`src/rtl/mem_write_arbiter.sv`:
```
// mem_write_arbiter: shares the single data-memory write port between NUM_REQ
// requesters. A winner is chosen in IDLE and its address/data are latched; one
// WRITE cycle (mem_we) follows, then one ACK cycle (done pulse), then back to IDLE.
// All outputs are registered.
//
// Build option: define FIXED_PRIO_EN for fixed priority (lowest asserted index
// always wins, no rotating pointer). Default is round-robin.
//
//   state | meaning
//   ------+---------------------------------------------------------
//   IDLE  | waiting for any req; arbitrates and latches winner
//   WRITE | mem_we high for this single cycle
//   ACK   | done[grant_id] high for this single cycle
module mem_write_arbiter #(
  parameter int DATA_WIDTH       = 8,
  parameter int DATA_MEMORY_SIZE = 64,
  parameter int NUM_REQ          = 4,
  localparam int AW = $clog2(DATA_MEMORY_SIZE),
  localparam int IW = $clog2(NUM_REQ)
) (
  input  logic                         clk,
  input  logic                         rst_n,
  input  logic [NUM_REQ-1:0]           req,
  input  logic [NUM_REQ*AW-1:0]        req_addr,
  input  logic [NUM_REQ*DATA_WIDTH-1:0] req_data,
  output logic [NUM_REQ-1:0]           done,
  output logic                         mem_we,
  output logic [AW-1:0]                mem_addr,
  output logic [DATA_WIDTH-1:0]        mem_data,
  output logic                         busy,
  output logic [IW-1:0]                grant_id
);

  typedef enum logic [1:0] {
    IDLE  = 2'd0,
    WRITE = 2'd1,
    ACK   = 2'd2
  } state_t;

  state_t state, state_nxt;

  logic [AW-1:0]         addr_arr [NUM_REQ];
  logic [DATA_WIDTH-1:0] data_arr [NUM_REQ];

  logic                  any_req;
  logic [IW-1:0]         winner;

  logic                  mem_we_nxt;
  logic                  busy_nxt;
  logic [NUM_REQ-1:0]    done_nxt;
  logic [AW-1:0]         mem_addr_nxt;
  logic [DATA_WIDTH-1:0] mem_data_nxt;
  logic [IW-1:0]         grant_id_nxt;

  // Unpack the flat requester buses into per-requester views
  always_comb begin
    for (int i = 0; i < NUM_REQ; i++) begin
      addr_arr[i] = req_addr[i*AW +: AW];
      data_arr[i] = req_data[i*DATA_WIDTH +: DATA_WIDTH];
    end
  end

  assign any_req = |req;

`ifdef FIXED_PRIO_EN
  // Fixed priority: scan downward so the lowest asserted index is written last
  always_comb begin
    winner = '0;
    for (int k = NUM_REQ - 1; k >= 0; k--) begin
      if (req[k]) winner = IW'(k);
    end
  end
`else
  typedef logic [IW:0] ext_t;

  logic [IW-1:0] rr_ptr, rr_ptr_nxt;

  // Round-robin: first asserted req searching upward from rr_ptr, modulo NUM_REQ
  always_comb begin
    ext_t idx;
    logic found;
    winner = '0;
    found  = 1'b0;
    idx    = '0;
    for (int k = 0; k < NUM_REQ; k++) begin
      idx = ext_t'(rr_ptr) + ext_t'(k);
      if (idx >= ext_t'(NUM_REQ)) idx = idx - ext_t'(NUM_REQ);
      if (!found && req[idx[IW-1:0]]) begin
        winner = idx[IW-1:0];
        found  = 1'b1;
      end
    end
  end

  // Pointer advances past the granted requester only when leaving ACK
  always_comb begin
    rr_ptr_nxt = rr_ptr;
    if (state == ACK) begin
      if (grant_id == IW'(NUM_REQ - 1)) rr_ptr_nxt = '0;
      else                              rr_ptr_nxt = grant_id + 1'b1;
    end
  end

  // Round-robin pointer register
  always_ff @(posedge clk or negedge rst_n) begin
    if (!rst_n) rr_ptr <= '0;
    else        rr_ptr <= rr_ptr_nxt;
  end
`endif

  // State and registered-output register
  always_ff @(posedge clk or negedge rst_n) begin
    if (!rst_n) begin
      state    <= IDLE;
      mem_we   <= 1'b0;
      busy     <= 1'b0;
      done     <= '0;
      mem_addr <= '0;
      mem_data <= '0;
      grant_id <= '0;
    end else begin
      state    <= state_nxt;
      mem_we   <= mem_we_nxt;
      busy     <= busy_nxt;
      done     <= done_nxt;
      mem_addr <= mem_addr_nxt;
      mem_data <= mem_data_nxt;
      grant_id <= grant_id_nxt;
    end
  end

  // Next-state logic
  always_comb begin
    state_nxt = state;
    case (state)
      IDLE:    if (any_req) state_nxt = WRITE;
      WRITE:   state_nxt = ACK;
      ACK:     state_nxt = IDLE;
      default: state_nxt = IDLE;
    endcase
  end

  // Next values of the registered outputs; address/data hold when idle
  always_comb begin
    mem_we_nxt   = 1'b0;
    busy_nxt     = 1'b0;
    done_nxt     = '0;
    mem_addr_nxt = mem_addr;
    mem_data_nxt = mem_data;
    grant_id_nxt = grant_id;
    case (state)
      IDLE: begin
        if (any_req) begin
          mem_addr_nxt = addr_arr[winner];
          mem_data_nxt = data_arr[winner];
          grant_id_nxt = winner;
          mem_we_nxt   = 1'b1;
          busy_nxt     = 1'b1;
        end
      end
      WRITE: begin
        done_nxt[grant_id] = 1'b1;
        busy_nxt           = 1'b1;
      end
      default: ;
    endcase
  end

endmodule

```
`config.mk`:
```
export PLATFORM = sky130hd
export DESIGN_NAME = mem_write_arbiter
export DESIGN_NICKNAME = d
export VERILOG_FILES = /design/src/rtl/mem_write_arbiter.sv
export SDC_FILE = /design/constraint.sdc
export NUM_CORES = 1
export LEC_CHECK = 0
export ABC_CLOCK_PERIOD_IN_PS = 2600
export CELL_PAD_IN_SITES_DETAIL_PLACEMENT = 0
export CELL_PAD_IN_SITES_GLOBAL_PLACEMENT = 2
export CORE_AREA = 5 5 74 63
export CTS_BUF_LIST = sky130_fd_sc_hd__clkbuf_2
export DETAILED_ROUTE_END_ITERATION = 12
export DIE_AREA = 0 0 79 68
export DONT_BUFFER_PORTS = 1
export GPL_TIMING_DRIVEN = 0
export PLACE_DENSITY_LB_ADDON = 0.05
export SYNTH_ARGS = -nofsm -noshare
export SYNTH_HDL_FRONTEND = slang
export SYNTH_SLANG_ARGS = --single-unit
```
`constraint.sdc`:
```
create_clock -name clk -period 2.6 [get_ports clk]
set_input_delay 0.13 -clock clk [delete_from_list [all_inputs] [get_ports clk]]
set_output_delay 0.13 -clock clk [all_outputs]
set_load 0.005 [all_outputs]
```
==> results of run 1 <==
## what timing repair did
item / in CTS / in global routing
hold endpoints to repair: 39 / 2
endpoints found under the setup margin: 0 / 0
hold buffers: 47 / 6
## worst paths after layout
kind | start | end | depth (start not counted)
min reg2reg | state[1]$_DFFE_PN0P_ | busy$_DFF_PN0_ | 1
max reg2reg | rr_ptr[1]$_DFFE_PN0N_ | mem_data[4]$_DFFE_PN0P_ | 7
max in group asynchronous | rst_n | mem_data[5]$_DFFE_PN0P_ | 2
max | rr_ptr[1]$_DFFE_PN0N_ | mem_data[4]$_DFFE_PN0P_ | 7
min in group asynchronous | rst_n | busy$_DFF_PN0_ | 2
min | req_addr[13] | mem_addr[1]$_DFFE_PN0P_ | 2
## per-stage QoR
step	hold slack, ps	std cells
after detailed placement	-165	175
final	15.0	232
after global placement	-165	175
after CTS	1.12	226
after floorplan	-166	129
after global routing	2.42	232
## final cells by class
type	instances	area, µm²	share of cell area
multi-input cells	91	733	0.348
flip-flops and latches	26	651	0.308
repair buffers	53	541	0.256
well taps	46	57.6	0.0273
plain buffers	6	55.1	0.0261
clock inverters	1	30.0	0.0142
inverters	6	27.5	0.0130
clock buffers	3	15.0	0.00712
## registers in the layout, indices dropped and copies added (netlist names)
signal,count
done,4
busy,1
mem_data,8
mem_we,1
grant_id,2
rr_ptr,2
mem_addr,6
state,2
## cell families (layout without fill, tap and decap cells)
family                     count (synthesis)  count (layout)  synth area share
AOI/OAI and AO/OA                         24              24             0.146
buffers and inverters                     12              69            0.0563
adders and majority gates                  4               4            0.0341
muxes                                     29              29             0.199
DFF                                       26              26             0.444
and+or+nand+nor                           34              34             0.121
## cell usage in the layout, fill, tap and decap left out
| cell | synthesis | routed |
|---|---|---|
| a21boi_0 | 1 | 1 |
| a21o_1 | 1 | 1 |
| a21oi_1 | 1 | 1 |
| a2bb2oi_4 | 1 | 1 |
| and2_1 | 4 | 4 |
| and3_1 | 1 | 1 |
| and3b_1 | 1 | 1 |
| buf_12 | 0 | 1 |
| buf_2 | 2 | 2 |
| buf_6 | 4 | 4 |
| bufinv_16 | 0 | 1 |
| clkbuf_2 | 0 | 3 |
| clkinv_4 | 1 | 1 |
| dfrtp_1 | 26 | 26 |
| dlygate4sd3_1 | 0 | 52 |
| ha_1 | 4 | 4 |
| inv_1 | 5 | 5 |
| mux2_2 | 1 | 1 |
| mux2i_1 | 28 | 28 |
| nand2_1 | 20 | 20 |
| nand2_4 | 1 | 1 |
| nand2b_1 | 1 | 1 |
| nand3_4 | 1 | 1 |
| nand3b_1 | 1 | 1 |
| nor2_1 | 2 | 2 |
| nor4_1 | 1 | 1 |
| o211ai_1 | 1 | 1 |
| o211ai_2 | 1 | 1 |
| o21ai_1 | 3 | 3 |
| o221a_2 | 1 | 1 |
| o221ai_1 | 13 | 13 |
| o31ai_1 | 1 | 1 |
| or3_1 | 1 | 1 |
## per-layer routing
layer  global-route usage  part of all wire  wire, µm
met4               0.0300            0.0074        33
met3               0.0618             0.090       405
met5                    0                 0         0
met2                0.282              0.50      2220
met1                0.186              0.41      1820
## worst max-delay path: cells and delay by family (launching register included)
kind	cells	cell delay [ps]
AO/OA/AOI/OAI	2	230
buffers and inverters	2	800
flip-flops	1	520
multiplexers	2	550
AND/OR/NAND/NOR	1	190
## power breakdown
| part | switching [mW] | leakage (nW) | internal, mW |
|---|---|---|---|
| clock network | 0.131 | 0.0266 | 0.132 |
| logic | 0.498 | 0.648 | 0.531 |
| registers | 0.176 | 0.324 | 0.590 |
==> qor.txt, run 1 <==
status - finished, final reports clean
clk_skew - 21.0 ps
max-cap violation count - 0
RSZ-0062 raised after global routing - false
Placement Setup Slack - 802 ps
core region area - 3920 µm²
Critical Path Max Stage Delay - 580 ps
die height - 68 µm
row count - 21
Layout area overhead - 43.9%
Hold Vio Cnt, Final - 0
I/O Pins - 84
critical path required time - 2860 ps
Post-synth ARST share - 1.00
critical path type - reg2reg
Final ANT Viol Nets - 0
first drt pass iteration count - 4
ant diodes - 0
fillers - 345
CP Capture Type - flip-flop
count leader, synth - mux2i_1
root buf cell - clkbuf_2
top cell type's share of synthesized area - 0.444
layout cells sized above 1 - 0.0968
DRC Markers - 0
PwrDens - 976 nW/µm²
number of synthesized register bits - 26
largest net degree at the start of global routing - 27
placed inst area - 1520 µm²
Peak Freq - 418 MHz
GPL Wtd Cong - 0.655
port bufs - 0
register area share after synthesis - 0.444
CP arrival - 2650 ps
flop-to-flop setup slack - 210 ps
Slew Limit Headroom - 0.769
Vias - 1267
DP Wirelength - 2760 µm
Post-Syn Nets - 195
Fin Setup TNS - 0 ps
Synth Flop Type - dfrtp_1
Worst VDD drop - 0.000371 V
LEAKAGE - 0.998 nW
DRT Wirelength - 4480 µm
CTS buffer count - 3
min cycle time layout - 2390 ps
CTS Sinks - 26
total gr overflow - 0
die area - 5370 µm²
most instantiated cells after synthesis - mux2i_1, dfrtp_1, nand2_1, o221ai_1, inv_1
Final period util - 0.920
most used cell, CP - mux2i_1
Synth cell types - 29
syn_area_per_cell - 11.4 µm²
total power draw - 2.06 mW
final max-slew violation count - 0
Post-CTS Setup Bufs - 0
Gates resized, CTS repair - 0
GRT Total Usage - 0.159
CP Max Fanout - 10
Initial Util - 0.375
Slowest-stage cell, CP - dlygate4sd3_1
final setup vio count - 0
area leader, netlist - dfrtp_1
Hold Path Class - in2reg
antenna violations before repair - 0
Clk Latency, worst-skew pair - 360 ps
post-layout util - 0.539
Cells after Synth - 129
yosys warns - 0
Clock Pin Slew Worst Setup and Hold Paths - 280 ps
Avg WL per Cell - 19.3 µm
top area cells in the synthesized netlist - dfrtp_1, mux2i_1, o221ai_1
H-tree depth - 1
CP Cell Sequence - mux2i_1 -> a2bb2oi_4 -> nand2_4 -> buf_6 -> mux2i_1 -> dlygate4sd3_1 -> o221ai_1
PnR worst setup slack - 209 ps
TritonCTS clock tree - done
vias in the first global route - 1348
Worst-Margin Slew - 343 ps
Die W - 79 µm
clk buf depth - 2
Starting DRT DRC Count - 38
Synth Cell Area - 1470 µm²
DR vias/cell - 5.46
Final Cell Area - 2110 µm²
EDFF count, synth - 0
CP Launch Type - flip-flop
fin nets - 253
first-pass GRT wire length - 6570 µm
No activity file was read; power rests on OpenSTA's default activity.
==> inputs of run 2 (changes only) <==
Settings changed: RECOVER_POWER from default to 100.
==> run 2 against run 1 <==
  * Clock skew increased by 2.4 ps
  * Fmax fell by 0.72%
  * Utilization fell by 1.2 points
  * Highest routed layer unchanged
  * First-iteration DRC count up 21%
  * Setup slack lost 17 ps
  * Register-to-register slack got worse by 20 ps
  * Final cell count stayed put
  * Die area unchanged
  * Combinational power decreased by 6%
  * Global-route usage stayed put
==> qor.txt, run 2 (synthesis gave the netlist of run 1 again) <==
CTS buffer count - 3
min cycle time layout - 2410 ps
Final ANT Viol Nets - 0
PnR worst setup slack - 191 ps
DRT Wirelength - 4460 µm
max FFs per register - 8
root buf cell - clkbuf_2
flop-to-flop setup slack - 190 ps
layout cells sized above 1 - 0.0753
antenna violations before repair - 0
Initial Util - 0.375
DP Wirelength - 2760 µm
r2r startpoint - rr_ptr[1]$_DFFE_PN0N_
Fin Setup TNS - 0 ps
CP Launch Point - rr_ptr[1]$_DFFE_PN0N_
Layout area overhead - 40.7%
GRT Total Usage - 0.159
Die W - 79 µm
CP Launch Type - flip-flop
Slew Limit Headroom - 0.0318
DRC Markers - 0
Final period util - 0.926
max-cap violation count - 0
Starting DRT DRC Count - 46
hold path cells - 2
first drt pass iteration count - 4
total gr overflow - 0
PwrDens - 967 nW/µm²
WP buf/inv - 2
Hold Vio Cnt, Final - 0
CP arrival - 2670 ps
Final Cell Area - 2060 µm²
Crit Reg-Reg Endpoint - mem_data[4]$_DFFE_PN0P_
biggest regs - mem_data: 8 flops, mem_addr: 6 flops, done: 4 flops
CP Capture Type - flip-flop
dpl cells - 175
status - finished, final reports clean
largest delay contributor family on the critical path - buffers and inverters
die height - 68 µm
port bufs - 0
die area - 5370 µm²
DR vias/cell - 5.37
CP Max Fanout - 10
final max-slew violation count - 0
cells on worst reg2reg path - 7
Clock Pin Slew Worst Setup and Hold Paths - 280 ps
Worst VDD drop - 0.000368 V
Worst-Margin Slew - 1450 ps
Fin Hold WS - 23.7 ps
CTS Sinks - 26
met2 usage - 0.282
hold endpoint - mem_addr[1]$_DFFE_PN0P_
commonest non-fill, non-tap cell in the layout - dlygate4sd3_1
gr busiest metal - met2
CP Cell Sequence - mux2i_1 -> a2bb2oi_1 -> nand2_4 -> buf_6 -> mux2i_1 -> dlygate4sd3_1 -> o221ai_1
placed inst area - 1520 µm²
Hold Path Class - in2reg
largest net degree at the start of global routing - 27
clk buf depth - 2
post-layout util - 0.527
vias in the first global route - 1348
ant diodes - 0
clk_skew - 23.4 ps
most frequent cells in the layout - dlygate4sd3_1, mux2i_1, dfrtp_1
Critical Path Max Stage Delay - 580 ps
fin cells - 232
Avg WL per Cell - 19.2 µm
min-delay src - req_addr[13]
Global Route met3 Usage - 0.0618
fin nets - 253
Vias - 1245
core region area - 3920 µm²
total power draw - 2.00 mW
RSZ-0062 raised after global routing - false
critical path required time - 2860 ps
most used cell, CP - mux2i_1
first-pass GRT wire length - 6570 µm
row count - 21
Slowest-stage cell, CP - dlygate4sd3_1
LEAKAGE - 0.972 nW
final setup vio count - 0
Placement Setup Slack - 802 ps
Peak Freq - 415 MHz
Clk Latency, worst-skew pair - 360 ps
GPL Wtd Cong - 0.655
M1 GR Usage - 0.186
H-tree depth - 1
Reg with most FFs - mem_data
I/O Pins - 84
critical path type - reg2reg
TritonCTS clock tree - done
[run 2: cell count changes in the layout (fill, tap and decap cells not counted), sizes merged]
cell	change
clkinvlp	+1
buf	-3
clkbuf	+3
clkinv	-1
[run 2: layout make-up]
cell class	instances	area (µm²)
inverter	6	23.8
tap	46	57.6
fill	352	1850
buffer	6	46.3
multi-input combinational	91	716
sequential	26	651
clock inverter	1	30.0
clock buffer	3	15.0
timing repair buffer	53	524
[run 2: per-layer routing]
metal  up-vias  part of all wire
met2        63              0.51
met1       594              0.40
met5         -                 0
met3         2             0.089
li1        586                 -
met4         0            0.0025
[run 2: repair_timing]
item,CTS,global route
setup buffers,0,0
hold endpoints to repair,39,2
gates resized for setup,0,0
hold buffers,47,6
[run 2: power by group]
group | internal, mW | switching (mW) | total [mW]
sequential | 0.591 | 0.170 | 0.761
combinational | 0.489 | 0.484 | 0.973
clock | 0.132 | 0.130 | 0.262
total | 1.21 | 0.784 | 2.00
[run 2: how the worst max path moves through the flow]
stage               depth (start not counted)  slack [ps]                 endpoint
detailed placement                          6         800  mem_data[2]$_DFFE_PN0P_
global route                                7          90  mem_data[1]$_DFFE_PN0P_
finish                                      7         190  mem_data[4]$_DFFE_PN0P_
CTS                                         7         230  mem_data[3]$_DFFE_PN0P_
global placement                            6         870  mem_data[2]$_DFFE_PN0P_
floorplan                                   6        1040  mem_data[0]$_DFFE_PN0P_
==> inputs of run 3 (changes only) <==
Settings changed: PLACE_DENSITY from default to 0.84, PLACE_DENSITY_LB_ADDON 0.05 to default.
==> run 3 against run 2 <==
  * Clock power about the same
  * Die area unchanged
  * Clock-buffer cell count unchanged
  * Combinational power about the same
  * Register-to-register slack improved by 20 ps
  * Largest cell class unchanged
  * Critical endpoint is now mem_data[3]$_DFFE_PN0P_
  * Critical path depth unchanged
  * Routed wire length increased by 1.8%
==> qor.txt, run 3 (synthesis gave the netlist of run 1 again) <==
min cycle time layout - 2390 ps
LEAKAGE - 0.989 nW
critical path required time - 2860 ps
CP Cell Sequence - mux2i_1 -> a2bb2oi_4 -> nand2_4 -> buf_6 -> mux2i_1 -> dlygate4sd3_1 -> o221ai_1
core region area - 3920 µm²
final max-slew violation count - 0
max-cap violation count - 0
Final ANT Viol Nets - 0
CTS Sinks - 26
first-pass GRT wire length - 6890 µm
Slew Limit Headroom - 0.0505
Clk Latency, worst-skew pair - 360 ps
layout cells sized above 1 - 0.0794
root buf cell - clkbuf_2
CP Capture Type - flip-flop
most used cell, CP - mux2i_1
Placement Setup Slack - 830 ps
CP Max Fanout - 10
fin nets - 256
Die W - 79 µm
total gr overflow - 0
Starting DRT DRC Count - 53
critical path type - reg2reg
Worst-Margin Slew - 1420 ps
port bufs - 0
largest net degree at the start of global routing - 27
total power draw - 2.03 mW
DR vias/cell - 5.48
most frequent cells in the layout - dlygate4sd3_1, mux2i_1, dfrtp_1
CP Launch Type - flip-flop
Clock Pin Slew Worst Setup and Hold Paths - 270 ps
I/O Pins - 84
Avg WL per Cell - 19.2 µm
TritonCTS clock tree - done
DRT Wirelength - 4540 µm
Gates resized, CTS repair - 0
GPL Wtd Cong - 0.751
Critical Path Max Stage Delay - 580 ps
antenna violations before repair - 0
Hold Path Class - in2reg
post-layout util - 0.540
dpl cells - 175
final setup vio count - 0
Vias - 1294
row count - 21
first drt pass iteration count - 4
vias in the first global route - 1396
placed inst area - 1520 µm²
fin cells - 236
DP Wirelength - 2870 µm
hold_buf cts - 53
Reg with most FFs - mem_data
Initial Util - 0.375
CTS buffer count - 3
commonest non-fill, non-tap cell in the layout - dlygate4sd3_1
clk buf depth - 2
Fin Hold WS - 25.8 ps
Hold Vio Cnt, Final - 0
Final period util - 0.920
biggest regs - mem_data: 8 flops, mem_addr: 6 flops, done: 4 flops
WP buf/inv - 2
die height - 68 µm
Final Cell Area - 2110 µm²
Post-CTS Setup Bufs - 0
Layout area overhead - 44.1%
H-tree depth - 1
Slowest-stage cell, CP - dlygate4sd3_1
status - finished, final reports clean
clk_skew - 10.2 ps
Peak Freq - 418 MHz
GRT Total Usage - 0.170
PnR worst setup slack - 207 ps
CP arrival - 2660 ps
Worst VDD drop - 0.000439 V
die area - 5370 µm²
PwrDens - 961 nW/µm²
RSZ-0062 raised after global routing - false
largest delay contributor family on the critical path - buffers and inverters
max FFs per register - 8
Fin Setup TNS - 0 ps
DRC Markers - 0
-- run 3: cell types whose count changed in the layout (fill, tap and decap cells not counted) --
cell	delta
a2bb2oi_4	+1
and2_1	-1
buf_2	-1
diode_2	+1
and2_0	+1
clkbuf_2	+1
dlygate4sd3_1	+3
a2bb2oi_1	-1
-- run 3: final timing paths --
kind / slack, ps / end / cells past startpoint / startpoint
worst max-delay path: 210 / mem_data[3]$_DFFE_PN0P_ / 7 / rr_ptr[1]$_DFFE_PN0N_
max in group asynchronous: 1200 / mem_data[7]$_DFFE_PN0P_ / 2 / rst_n
min in group asynchronous: 580 / mem_addr[2]$_DFFE_PN0P_ / 2 / rst_n
worst min-delay path: 30 / mem_data[3]$_DFFE_PN0P_ / 2 / req_data[27]
worst min register to register: 500 / busy$_DFF_PN0_ / 1 / state[1]$_DFFE_PN0P_
worst max register to register: 210 / mem_data[3]$_DFFE_PN0P_ / 7 / rr_ptr[1]$_DFFE_PN0N_
-- run 3: report_power, final --
group          switching (mW)  total [mW]  internal, mW
clock                   0.130       0.262         0.132
sequential              0.175       0.765         0.590
combinational           0.491        1.00         0.511
-- run 3: routing by layer --
layer / part of all wire / vias up / global-route usage
met5: 0 / - / 0
met4: 0.010 / 0 / 0.0708
met3: 0.066 / 6 / 0.0434
met2: 0.51 / 65 / 0.306
met1: 0.41 / 629 / 0.194
li1: - / 594 / -
-- run 3: area by class of cell --
class / count / area, µm²
fill: 341 / 1800
multi-input combinational: 91 / 733
sequential: 26 / 651
timing repair buffer: 56 / 554
tap: 46 / 57.6
buffer: 6 / 46.3
clock inverter: 1 / 30.0
inverter: 6 / 23.8
clock buffer: 3 / 15.0
antenna: 1 / 2.50
